$ cat src/rtl/seg_scan.sv
// Time-multiplexed scanner for a common-anode seven-segment display.
// Shadows the digit data once per frame and drives nibble, anodes and dp.
module seg_scan #(
    parameter int unsigned DIGITS       = 8,
    parameter int unsigned SCAN_DIV     = 50000,
    parameter int unsigned BLANK_CYC    = 16,
    parameter int unsigned BLINK_FRAMES = 125
) (
    input  logic                  clk,
    input  logic                  rst,
    input  logic [4*DIGITS-1:0]   data,
    input  logic [DIGITS-1:0]     en_mask,
    input  logic [DIGITS-1:0]     dp_mask,
    input  logic [DIGITS-1:0]     blink_mask,
    output logic [3:0]            d,
    output logic [DIGITS-1:0]     an_n,
    output logic                  dp_n,
    output logic                  frame_start
);

    localparam int unsigned DW = $clog2(SCAN_DIV);
    localparam int unsigned IW = (DIGITS > 1) ? $clog2(DIGITS) : 1;
    localparam int unsigned FW = (BLINK_FRAMES > 1) ? $clog2(BLINK_FRAMES) : 1;

    logic [DW-1:0]       div_cnt;
    logic [IW-1:0]       idx;
    logic [FW-1:0]       frm_cnt;
    logic                blink_ph;
    logic [4*DIGITS-1:0] sh_data;
    logic [DIGITS-1:0]   sh_en;
    logic [DIGITS-1:0]   sh_dp;
    logic [DIGITS-1:0]   sh_blink;

    logic tick;
    logic wrap;
    logic blank_ok;

    assign tick     = (div_cnt == DW'(SCAN_DIV - 1));
    assign wrap     = tick && (idx == IW'(DIGITS - 1));
    assign blank_ok = (div_cnt >= DW'(BLANK_CYC));

    // Slot divider, digit index, frame/blink counters and per-frame shadows
    always_ff @(posedge clk or posedge rst) begin
        if (rst) begin
            div_cnt     <= '0;
            idx         <= '0;
            frm_cnt     <= '0;
            blink_ph    <= 1'b0;
            sh_data     <= '0;
            sh_en       <= '0;
            sh_dp       <= '0;
            sh_blink    <= '0;
            frame_start <= 1'b0;
        end else begin
            frame_start <= wrap;
            if (tick) begin
                div_cnt <= '0;
                if (idx == IW'(DIGITS - 1)) begin
                    idx <= '0;
                end else begin
                    idx <= idx + IW'(1);
                end
            end else begin
                div_cnt <= div_cnt + DW'(1);
            end
            if (wrap) begin
                sh_data  <= data;
                sh_en    <= en_mask;
                sh_dp    <= dp_mask;
                sh_blink <= blink_mask;
                if (frm_cnt == FW'(BLINK_FRAMES - 1)) begin
                    frm_cnt  <= '0;
                    blink_ph <= ~blink_ph;
                end else begin
                    frm_cnt <= frm_cnt + FW'(1);
                end
            end
        end
    end

    // Output decode from registers only; dp follows the anode so it is never lit in the dark
    always_comb begin
        d    = 4'h0;
        an_n = '1;
        dp_n = 1'b1;
        for (int i = 0; i < int'(DIGITS); i++) begin
            if (IW'(i) == idx) begin
                d       = sh_data[4*i +: 4];
                an_n[i] = ~(sh_en[i] && blank_ok && !(sh_blink[i] && blink_ph));
                dp_n    = ~(sh_dp[i] && !an_n[i]);
            end
        end
    end

endmodule

$ cat config.mk
export PLATFORM = sky130hd
export DESIGN_NAME = seg_scan
export DESIGN_NICKNAME = d
export VERILOG_FILES = /design/src/rtl/seg_scan.sv
export SDC_FILE = /design/constraint.sdc
export NUM_CORES = 1
export LEC_CHECK = 0
export ABC_AREA = 1
export ABC_CLOCK_PERIOD_IN_PS = 4890
export CORE_MARGIN = 4
export CORE_UTILIZATION = 38
export DETAILED_ROUTE_END_ITERATION = 8
export MAX_ROUTING_LAYER = met4
export PLACE_DENSITY = 0.61
export SYNTH_ARGS = -nofsm -noshare
export SYNTH_HDL_FRONTEND = slang
export SYNTH_SLANG_ARGS = --single-unit
$ cat constraint.sdc
create_clock -name clk -period 4.89 [get_ports clk]
set_input_delay 0.7335 -clock clk [delete_from_list [all_inputs] [get_ports clk]]
set_output_delay 0.7335 -clock clk [all_outputs]
set_load 0.05 [all_outputs]
# After elaboration in Yosys (flattened, before gate mapping)
# Cells that the tools add are included.
# totals
regBits	84
inputBits	58
output_inout_bits	14
word_cells	110
# op_classes
add_sub_neg	3
order_cmp	1
eq_ne	10
muxes	27
bitwise_logic	17
n_reduce_logical	43
# op_table
op	count
logical AND 1 bit	33
two-way mux 4 bit	8
inverter 1 bit	17
adder 16 x 1 -> 16 bit, second input constant	1
equality test 16 bit, second input constant	1
greater-or-equal comparator 16 x 5 -> 1 bit, second input constant	1
two-way mux 1 bit	16
two-way mux 16 bit	1
equality test 3 bit, first input constant	4
logical NOT 1 bit	8
adder 7 x 1 -> 7 bit, second input constant	1
equality test 7 bit, second input constant	1
two-way mux 7 bit	1
equality test 2 x 3 -> 1 bit, first input constant	2
adder 3 x 1 -> 3 bit, second input constant	1
equality test 1 x 3 -> 1 bit, first input constant	1
equality test 3 bit, second input constant	1
logical NOT 3 bit	1
two-way mux 3 bit	1
AND reduction 2 bit	1

# Logic depth before layout (Yosys ltp)
# Gate-level depths: netlist (run 1).
# depth
depth_word	13
depth_mapped	14
ltp_nobuf	14

# Worst setup path before layout (run 1)
# No wires, ideal clock.
# synth_path
path_type	register -> output
startpoint	reg idx[0]
endpoint	out d[0]
arrival_ns	2.134
setup_slack_ns	2.022
stages_incl_launch_ff	13
path_buffers	0
path_cell_list	dfrtp_1 inv_1 ha_1 nand2_1 nor2_1 nand2_1 nand3_1 o21ai_0 nand2_1 o211ai_1 o21ai_0 o21ai_0 a22oi_1
# synth_via
elab_chain_cells	9
word_cells_on_any_way	16
classes_between	7 x eq/ne; 8 x mux; 1 x reduce/logical
# synth_rtl
element	line_no	source
from (decl)	26	logic [IW-1:0] idx;
from (signal assigned)	61	idx <= idx + IW'(1);
logical NOT 3 bit	87	if (IW'(i) == idx) begin
two-way mux 4 bit (7 in series)	87	
two-way mux 4 bit (*)	87	
to (decl)	15	output logic [3:0] d,
# Every way passes the cells marked *; elsewhere a longest branch is shown, timed or not.

# Worst setup path after layout (run 1)
# Ends and elaborated chain as after synthesis.

==> results of run 1 <==
==> where the power goes <==
group | leakage [uW] | internal, uW | switching (uW)
clock | 0.000124 | 357 | 257
combinational | 0.00147 | 39.9 | 19.9
sequential | 0.000867 | 694 | 0
==> state kept, by name, summed over array words and instances, names as in the netlist <==
register,flops
sh_dp,8
div_cnt,16
sh_blink,8
frame_start,1
blink_ph,1
sh_en,8
frm_cnt,7
idx,3
sh_data,32
==> final cells by class <==
type / instances / area [um2] / area share (%)
Sequential cell: 84 / 2100 / 40.4
Multi-Input combinational cell: 351 / 1710 / 32.8
Timing Repair Buffer: 73 / 726 / 13.9
Inverter: 67 / 253 / 4.85
Tap cell: 136 / 170 / 3.27
Clock buffer: 11 / 141 / 2.72
Clock inverter: 5 / 108 / 2.07
==> worst min path at each step <==
stage | slack, ns | to | cells after the start
2_1_floorplan | 0.43 | div_cnt[0] | 1
3_3_place_gp | 0.45 | div_cnt[0] | 1
3_5_place_dp | 0.46 | sh_data[8] | 2
4_1_cts | 0.47 | div_cnt[0] | 1
5_1_grt | 0.50 | sh_dp[3] | 2
6_report | 0.47 | sh_data[8] | 2
==> worst register-to-register path: stages, from the launching register on <==
cell	delay, ns
dfrtp_1	0.39
ha_1	0.20
ha_1	0.33
inv_1	0.27
nor2_4	0.17
buf_4	0.58
nand4_1	0.25
o21ai_0	0.20
a21oi_1	0.06
==> per-layer routing <==
layer / vias up / global-route usage [%] / wire [um]
met5: - / - / 0
met2: 73 / 25.2 / 4580
met3: 12 / 4.69 / 427
met1: 1584 / 22.3 / 4690
li1: 1786 / - / -
met4: 0 / 3.85 / 106
==> layout by cell type (no fill, tap or decap), drive strengths merged <==
cell	Yosys	layout
inv	65	65
o211ai	4	4
nand3	21	21
ha	10	10
nor4	2	2
clkbuf	1	11
o21ai	49	49
a211oi	2	2
xor2	3	3
clkinv	2	4
o21a	1	1
nor2	27	27
buf	14	2
o22ai	1	1
bufinv	0	3
clkdlybuf4s50	0	71
a21oi	21	21
a22oi	3	3
nand2	187	187
nand4	9	9
dfrtp	84	84
and2	1	1
o221ai	1	1
nor3	6	6
nor3b	2	2
xnor2	1	1
==> metrics by stage <==
| step | utilization [%] | hold slack, ns | setup slack (ns) | cell area (um2) | cells |
|---|---|---|---|---|---|
| after CTS | 49.6 | 0.475 | 1.12 | 5210 | 727 |
| after floorplan | - | 0.432 | 1.99 | 4160 | 517 |
| after detailed placement | 47.2 | 0.457 | 1.52 | 4960 | 711 |
| final | 49.6 | 0.473 | 1.14 | 5210 | 727 |
| after global placement | 47.2 | 0.451 | 1.63 | 4960 | 711 |
| after global routing | 49.6 | 0.497 | 0.866 | 5210 | 727 |
==> cells by family (layout without fill, tap and decap cells) <==
logic type | Yosys count | in the layout
XOR/XNOR | 4 | 4
buffers and inverters | 82 | 156
AO/OA/AOI/OAI | 82 | 82
flip-flops | 84 | 84
AND/OR/NAND/NOR | 255 | 255
adder cells (fa/ha/maj) | 10 | 10
==> flow_metrics.env, run 1 <==
export IMPL_io_buffer_count=71
export IMPL_cts_sink_count=84
export IMPL_post_layout_total_power_uw=1370
export IMPL_cp_end_kind="output pin"
export IMPL_cts_tree="done"
export IMPL_cts_resized_gates=0
export IMPL_row_count=37
export IMPL_clkSlewWorstSetupHoldPaths_ns=0.09
export IMPL_syn_avg_cell_area_um2=8.05
export IMPL_critPathBufInv=2
export IMPL_synth_ff_latch_count=84
export IMPL_unrepaired_setup_endpoints_after_global_routing="false"
export IMPL_chipWidth_um=113
export IMPL_crit_path_max_fanout=4
export IMPL_cp_required_ns=4.16
export IMPL_timing_rr_start="idx[1]"
export IMPL_final_layout_size_suffix_gt1_share_pct=5.92
export IMPL_number_of_iterations_in_the_first_detailed_routing_pass=4
export IMPL_post_synth_and_or_nand_nor_area_fraction_pct=26.6
export IMPL_outcome="finished clean"
export IMPL_synth_largest_type_area_fraction_pct=50.5
export IMPL_timing_worst_setup_path_type="flip-flop to output pin"
export IMPL_h_tree_depth=3
export IMPL_yosysTopAreaCell="dfrtp_1"
export IMPL_post_syn_nets=585
export IMPL_ff2ff_path_depth=8
export IMPL_clock_fmax_mhz=266
export IMPL_grt_util_all_layers_pct=16.7
export IMPL_pwr_density_cell_nw_per_um2=263
export IMPL_fin_worst_skew_ns=0.0108
export IMPL_synth_area_um2=4160
export IMPL_timing_critical_path_max_delay_family="buffers and inverters"
export IMPL_synthTopCellsByCount="nand2_1, dfrtp_1, inv_1, o21ai_0, nor2_1"
export IMPL_yosys_warnings=0
export IMPL_drv_slew=0
export IMPL_floorplan_initialDensity_pct=39.6
export IMPL_detail_route_vias_per_cell=4.75
export IMPL_fp_dieArea_um2=12700
export IMPL_antenna_cells=0
export IMPL_die_h_um=113
export IMPL_synth_top_family_by_area="simple AND/OR/NAND/NOR gates"
export IMPL_worstReg2RegEnd="frm_cnt[4]"
export IMPL_detail_route_antenna_nets=0
export IMPL_hold_bufs_inserted_after_cts=0
export IMPL_synth_top_flop_cell="dfrtp_1"
export IMPL_cts_path_max_buffers=2
export IMPL_vdd_drop_max_v=0.000135
export IMPL_worst_skew_pair_late_latency_ns=0.35
export IMPL_critical_path_max_stage_delay_ns=0.83
export IMPL_finalHoldViolCount=0
export IMPL_worst_setup_path_startpoint="idx[0]"
export IMPL_setup_viol=0
export IMPL_synth_cell_types=37
export IMPL_area_growth_syn_to_layout_pct=25.1
export IMPL_endpoint="d[0]"
export IMPL_tightest_slew_ns=0.728
export IMPL_ios=72
export IMPL_reg2reg_slack_ns=2.33
export IMPL_hpwl_mm=7.22
export IMPL_synth_mux_area_share_pct=0
export IMPL_hold_start="sh_data[8]"
export IMPL_total_leakage_power_uw=0.00246
export IMPL_critical_path_slowest_cell="clkdlybuf4s50_1"
export IMPL_synth_edff_count=0
export IMPL_synth_yosys_seq_area_share_pct=50.5
export IMPL_grt_antenna_before_repair=0
export IMPL_fin_setup_tns_ns=0
export IMPL_maxCapViolations=0
export IMPL_grt_max_degree=83
export IMPL_cts_made_buffers=9
export IMPL_detailroute_via_count=3455
export IMPL_post_synth_top_count_cell="nand2_1"
export IMPL_routedWlPerCell_um=13.5
export IMPL_synth_async_sr_flop_share_pct=100
export IMPL_period_share_pct=76.8
export IMPL_cts_root_buf="clkbuf_8"
export IMPL_critical_path_depth=13
export IMPL_drt_first_iter_violations=155
export IMPL_gp_congestion=0.861
export IMPL_syn_inst=517
export IMPL_critPathArrivalTime_ns=3.02
export IMPL_synthTopCellsByArea="dfrtp_1, nand2_1, o21ai_0"
export IMPL_synth_adder_area_share_pct=3.01
export IMPL_worst_hold_path_type="flip-flop to flip-flop"
export IMPL_timing_max_slew_rel_slack_pct=51.5
export IMPL_grt_pass1_vias=3523
export IMPL_core_area_um2=10500
export IMPL_start_kind="flip-flop"
export IMPL_final_period_minus_worst_setup_slack_ns=3.75
export IMPL_num_fill_cells=1040
export IMPL_post_route_drc_count=0
export IMPL_fraction_of_synthesized_cell_area_in_xor_and_xnor_cells_pct=0.842
export IMPL_post_cts_repair_setup_buffers=0
export IMPL_crit_path_cell_trace="inv_1 > ha_1 > nand2_1 > nor2_1 > nand2_1 > nand3_1 > o21ai_0 > nand2_1 > o211ai_1 > o21ai_0 > o21ai_0 > a22oi_1 > clkdlybuf4s50_1"
export IMPL_globalRouteOverflowTotal=0
export IMPL_layout_nets=654
export IMPL_area_fraction_in_compound_gates_after_synthesis_pct=10.6
export IMPL_grt_first_pass_wirelength_mm=16.8
export IMPL_routed_wl_mm=9.80
Note: power is estimated with default switching activity, not from simulation.
==> run 2, diff against run 1 <==
--- a/config.mk
+++ b/config.mk
@@ -6,7 +6,7 @@
 export NUM_CORES = 1
 export LEC_CHECK = 0
 export ABC_AREA = 1
-export ABC_CLOCK_PERIOD_IN_PS = 4890
+export ABC_CLOCK_PERIOD_IN_PS = 3800
 export CORE_MARGIN = 4
 export CORE_UTILIZATION = 38
 export DETAILED_ROUTE_END_ITERATION = 8
==> constraint.sdc (replaced) <==
create_clock -name clk -period 3.8 [get_ports clk]
set_input_delay 0.57 -clock clk [delete_from_list [all_inputs] [get_ports clk]]
set_output_delay 0.57 -clock clk [all_outputs]
set_load 0.05 [all_outputs]
==> run 2 against run 1 <==
Core utilization is 0.095 points higher. Clock power is 19% higher. Clock skew shrank 0.00077 ns. Combinational power is 31% higher. Cell count is the same. Critical path depth stayed put. Via count is 0.35% higher. Sequential power rose by 29%.
==> flow_metrics.env, run 2 (synthesized netlist as in run 1, its figures left out) <==
export IMPL_final_core_utilization_pct=49.6
export IMPL_num_fill_cells=1031
export IMPL_critical_path_depth=13
export IMPL_layout_nets=654
export IMPL_finalHoldViolCount=0
export IMPL_timing_rr_start="idx[0]"
export IMPL_cts_root_buf="clkbuf_8"
export IMPL_chipWidth_um=113
export IMPL_stdcell_count=727
export IMPL_core_area_um2=10500
export IMPL_crit_top_cell="nand2_1"
export IMPL_ff2ff_path_depth=9
export IMPL_number_of_iterations_in_the_first_detailed_routing_pass=4
export IMPL_routed_wl_mm=9.70
export IMPL_start_kind="flip-flop"
export IMPL_final_critical_path_setup_slack_ns=0.286
export IMPL_ios=72
export IMPL_cts_path_max_buffers=2
export IMPL_flip_flop_count_of_the_largest_register_after_layout=32
export IMPL_cts_sink_count=84
export IMPL_cts_tree="done"
export IMPL_endpoint="d[3]"
export IMPL_cp_end_kind="output pin"
export IMPL_routedWlPerCell_um=13.3
export IMPL_number_of_placed_cells_counting_well_taps=711
export IMPL_tightest_slew_ns=0.727
export IMPL_largest_registers="sh_data: 32 flops, div_cnt: 16 flops"
export IMPL_reg2reg_slack_ns=0.99
export IMPL_timing_max_slew_rel_slack_pct=51.5
export IMPL_maxCapViolations=0
export IMPL_grt_antenna_before_repair=0
export IMPL_setup_viol=0
export IMPL_grt_max_degree=85
export IMPL_grt_pass1_vias=3484
export IMPL_worstReg2RegEnd="frm_cnt[5]"
export IMPL_post_layout_total_power_uw=1700
export IMPL_total_leakage_power_uw=0.00247
export IMPL_area_growth_syn_to_layout_pct=25.3
export IMPL_grt_first_pass_wirelength_mm=16.6
export IMPL_detail_route_vias_per_cell=4.77
export IMPL_worst_skew_pair_late_latency_ns=0.36
export IMPL_timing_worst_setup_path_type="flip-flop to output pin"
export IMPL_final_period_minus_worst_setup_slack_ns=3.51
export IMPL_grt_busiest_layer="met2"
export IMPL_critPathArrivalTime_ns=2.94
export IMPL_cp_required_ns=3.23
export IMPL_crit_path_max_fanout=5
export IMPL_fin_setup_tns_ns=0
export IMPL_critPathBufInv=3
export IMPL_io_buffer_count=71
export IMPL_post_route_drc_count=0
export IMPL_unrepaired_setup_endpoints_after_global_routing="false"
export IMPL_crit_path_cell_trace="inv_1 > ha_1 > nand2_1 > inv_1 > nand2_1 > nand2_1 > o22ai_1 > nand2_1 > o211ai_1 > o21ai_0 > o21ai_0 > a21oi_1 > clkdlybuf4s50_1"
export IMPL_post_cts_repair_setup_buffers=0
export IMPL_clkSlewWorstSetupHoldPaths_ns=0.07
export IMPL_use_met2_pct=24.1
export IMPL_multi_input_comb_area_um2=1710
export IMPL_seqCellArea_um2=2100
export IMPL_worst_hold_path_type="flip-flop to flip-flop"
export IMPL_gr_layer_usage_met1_pct=22.0
export IMPL_hold_bufs_inserted_after_cts=0
export IMPL_grt_util_all_layers_pct=16.5
export IMPL_row_count=37
export IMPL_detailroute_via_count=3467
export IMPL_final_layout_size_suffix_gt1_share_pct=5.92
export IMPL_gr_usage_met3_pct=4.58
export IMPL_period_share_pct=92.5
export IMPL_h_tree_depth=3
export IMPL_detail_route_antenna_nets=0
export IMPL_critical_path_slowest_cell="clkdlybuf4s50_1"
export IMPL_clock_fmax_mhz=285
export IMPL_floorplan_initialDensity_pct=39.6
export IMPL_timing_critical_path_max_delay_family="buffers and inverters"
export IMPL_die_h_um=113
export IMPL_commonest_non_fill_non_tap_cell_in_the_layout="nand2_1"
export IMPL_mostFrequentLayoutCells="nand2_1, dfrtp_1, clkdlybuf4s50_1, inv_1, o21ai_0"
export IMPL_placement_setup_slack_ns=0.611
export IMPL_outcome="finished clean"
export IMPL_antenna_cells=0
export IMPL_critical_path_max_stage_delay_ns=0.82
export IMPL_drv_slew=0
export IMPL_hpwl_mm=7.07
export IMPL_largest_register="sh_data"
export IMPL_fin_worst_skew_ns=0.0101
export IMPL_worst_setup_path_startpoint="idx[1]"
export IMPL_cts_made_buffers=9
export IMPL_vdd_drop_max_v=0.000193
export IMPL_pwr_density_cell_nw_per_um2=327
export IMPL_gp_congestion=0.813
export IMPL_fp_dieArea_um2=12700
export IMPL_drt_first_iter_violations=157
export IMPL_globalRouteOverflowTotal=0
-- run 2: per-stage QoR --
stage | instance area, um2 | hold WS (ns)
after floorplan | 4160 | 0.432
after global placement | 4970 | 0.454
after detailed placement | 4970 | 0.455
after CTS | 5210 | 0.470
after global routing | 5220 | 0.492
final | 5220 | 0.466
-- run 2: timing repair --
action | in CTS | in global routing
hold endpoints to repair | 0 | 0
endpoints found under the setup margin | 0 | 4
resized for setup | 0 | 4
-- run 2: worst register-to-register path, cell delays in order (launching register included) --
cell,delay [ns]
dfrtp_1,0.39
ha_1,0.20
ha_1,0.33
inv_1,0.27
nor2_4,0.51
inv_2,0.45
nor3_4,0.27
nand3_1,0.12
o21ai_1,0.13
a21oi_1,0.05
-- run 2: final cells by class --
class	instances	share of cell area, %
Clock buffer	13	3.24
Clock inverter	3	1.29
Inverter	67	4.84
Multi-Input combinational cell	351	32.7
Sequential cell	84	40.3
Tap cell	136	3.26
Timing Repair Buffer	73	14.3
-- run 2: power breakdown --
group / switching [uW] / total, uW / internal, uW
clock: 308 / 733 / 424
combinational: 25.5 / 78.3 / 52.9
sequential: 0 / 893 / 893
total: 334 / 1700 / 1370
-- run 2: metal layers --
layer | vias up | part of all wire (%)
met5 | - | 0
met4 | 0 | 2.0
met3 | 21 | 4.9
met2 | 78 | 46
met1 | 1597 | 48
li1 | 1771 | -
-- run 2: worst min-delay path by stage --
stage,start,endpoint,cells after the start
after floorplan,div_cnt[0],div_cnt[0],1
after CTS,div_cnt[0],div_cnt[0],1
after global placement,div_cnt[0],div_cnt[0],1
final,div_cnt[0],div_cnt[0],1
after global routing,sh_en[6],sh_en[6],2
after detailed placement,div_cnt[0],div_cnt[0],1
==> run 3, diff against run 2 <==
--- a/config.mk
+++ b/config.mk
@@ -12,6 +12,7 @@
 export DETAILED_ROUTE_END_ITERATION = 8
 export MAX_ROUTING_LAYER = met4
 export PLACE_DENSITY = 0.61
+export REMOVE_ABC_BUFFERS = 1
 export SYNTH_ARGS = -nofsm -noshare
 export SYNTH_HDL_FRONTEND = slang
 export SYNTH_SLANG_ARGS = --single-unit
==> run 3 against run 2 <==
Critical path type unchanged. Clock-buffer cell count decreased by 4. Critical path depth did not move. Largest power group unchanged. Total power grew 1.3%. Critical endpoint is now d[1]. Design area is essentially flat.
==> flow_metrics.env, run 3 (synthesized netlist as in run 1, its figures left out) <==
export IMPL_ff2ff_path_depth=9
export IMPL_num_fill_cells=1060
export IMPL_start_kind="flip-flop"
export IMPL_total_leakage_power_uw=0.00246
export IMPL_outcome="finished clean"
export IMPL_hold_worst_slack_ns=0.466
export IMPL_routed_wl_mm=9.65
export IMPL_layout_nets=655
export IMPL_critical_path_slowest_cell="clkdlybuf4s50_1"
export IMPL_timing_max_slew_rel_slack_pct=49.4
export IMPL_cp_end_kind="output pin"
export IMPL_detailroute_via_count=3469
export IMPL_cp_required_ns=3.23
export IMPL_globalRouteOverflowTotal=0
export IMPL_detail_route_vias_per_cell=4.77
export IMPL_final_period_minus_worst_setup_slack_ns=3.53
export IMPL_critical_path_depth=13
export IMPL_timing_worst_setup_path_type="flip-flop to output pin"
export IMPL_critPathArrivalTime_ns=2.96
export IMPL_detail_route_antenna_nets=0
export IMPL_largest_register="sh_data"
export IMPL_io_buffer_count=71
export IMPL_post_layout_total_power_uw=1730
export IMPL_flip_flop_count_of_the_largest_register_after_layout=32
export IMPL_crit_path_cell_trace="inv_1 > ha_1 > nand2_1 > nor2_1 > nand2_1 > nand3_1 > o21ai_0 > nand2_1 > o211ai_1 > o21ai_0 > o21ai_0 > a22oi_1 > clkdlybuf4s50_1"
export IMPL_cts_resized_gates=0
export IMPL_largest_registers="sh_data: 32 flops, div_cnt: 16 flops"
export IMPL_timing_hold_worst_path_depth=1
export IMPL_hpwl_mm=7.20
export IMPL_timing_critical_path_max_delay_family="buffers and inverters"
export IMPL_routedWlPerCell_um=13.3
export IMPL_gp_congestion=0.780
export IMPL_worst_hold_path_type="flip-flop to flip-flop"
export IMPL_area_growth_syn_to_layout_pct=25.5
export IMPL_number_of_iterations_in_the_first_detailed_routing_pass=4
export IMPL_grt_util_all_layers_pct=16.1
export IMPL_grt_first_pass_wirelength_mm=16.2
export IMPL_critical_path_max_stage_delay_ns=0.83
export IMPL_worst_skew_pair_late_latency_ns=0.34
export IMPL_grt_antenna_before_repair=0
export IMPL_period_share_pct=92.8
export IMPL_cts_sink_count=84
export IMPL_floorplan_initialDensity_pct=39.6
export IMPL_finalHoldViolCount=0
export IMPL_maxCapViolations=0
export IMPL_unrepaired_setup_endpoints_after_global_routing="false"
export IMPL_pwr_density_cell_nw_per_um2=331
export IMPL_cts_path_max_buffers=2
export IMPL_antenna_cells=0
export IMPL_setup_viol=0
export IMPL_finish_instance_area_um2=5220
export IMPL_cts_root_buf="clkbuf_8"
export IMPL_core_area_um2=10500
export IMPL_hold_bufs_inserted_after_cts=0
export IMPL_row_count=37
export IMPL_drv_slew=0
export IMPL_drt_first_iter_violations=215
export IMPL_tightest_slew_ns=0.758
export IMPL_cts_tree="done"
export IMPL_final_layout_size_suffix_gt1_share_pct=6.09
export IMPL_ios=72
export IMPL_crit_path_max_fanout=4
export IMPL_fp_dieArea_um2=12700
export IMPL_post_route_drc_count=0
export IMPL_fin_worst_skew_ns=0.0123
export IMPL_h_tree_depth=3
export IMPL_chipWidth_um=113
export IMPL_grt_max_degree=64
export IMPL_commonest_non_fill_non_tap_cell_in_the_layout="nand2_1"
export IMPL_mostFrequentLayoutCells="nand2_1, dfrtp_1, clkdlybuf4s50_1, inv_1, o21ai_0"
export IMPL_clkSlewWorstSetupHoldPaths_ns=0.08
export IMPL_critPathBufInv=2
export IMPL_fin_setup_tns_ns=0
export IMPL_cts_made_buffers=9
export IMPL_dpl_instance_area_um2=4980
export IMPL_post_cts_repair_setup_buffers=0
export IMPL_clock_fmax_mhz=284
export IMPL_grt_pass1_vias=3359
export IMPL_die_h_um=113
export IMPL_vdd_drop_max_v=0.000215
## run 3: final cells by class
class                   instances  area (um2)  area share [%]
clock inverters                 6         113            2.16
flip-flops and latches         84        2100            40.2
multi-input cells             351        1710            32.7
well taps                     136         170            3.26
inverters                      67         253            4.84
clock buffers                   9         124            2.37
repair buffers                 74         753            14.4
## run 3: stage by stage
step | cells | setup slack [ns] | util [%]
floorplan | 502 | 0.845 | -
finish | 727 | 0.274 | 49.7
global placement | 712 | 0.681 | 47.4
CTS | 727 | 0.216 | 49.6
detailed placement | 712 | 0.610 | 47.4
global route | 727 | 0.000389 | 49.7
## run 3: power breakdown
part / total, uW / internal, uW / switching (uW)
sequential: 893 / 893 / 0
clock: 754 / 436 / 319
combinational: 79.3 / 52.8 / 26.5
total: 1730 / 1380 / 345
## run 3: worst paths after layout
kind                          endpoint  startpoint  slack (ns)
setup / recovery                  d[1]      idx[0]        0.27
hold / removal              div_cnt[0]  div_cnt[0]        0.47
setup reg to reg            frm_cnt[5]      idx[0]        1.05
hold reg to reg             div_cnt[0]  div_cnt[0]        0.47
max in group asynchronous  sh_data[10]         rst        2.50
min in group asynchronous  sh_blink[5]         rst        0.62
## run 3: routing by layer
| layer | up-vias | global-route usage [%] | wire length [um] |
|---|---|---|---|
| li1 | 1773 | - | - |
| met3 | 2 | 3.50 | 492 |
| met1 | 1617 | 21.4 | 4550 |
| met2 | 77 | 24.9 | 4570 |
| met4 | 0 | 4.17 | 36 |
| met5 | - | - | 0 |
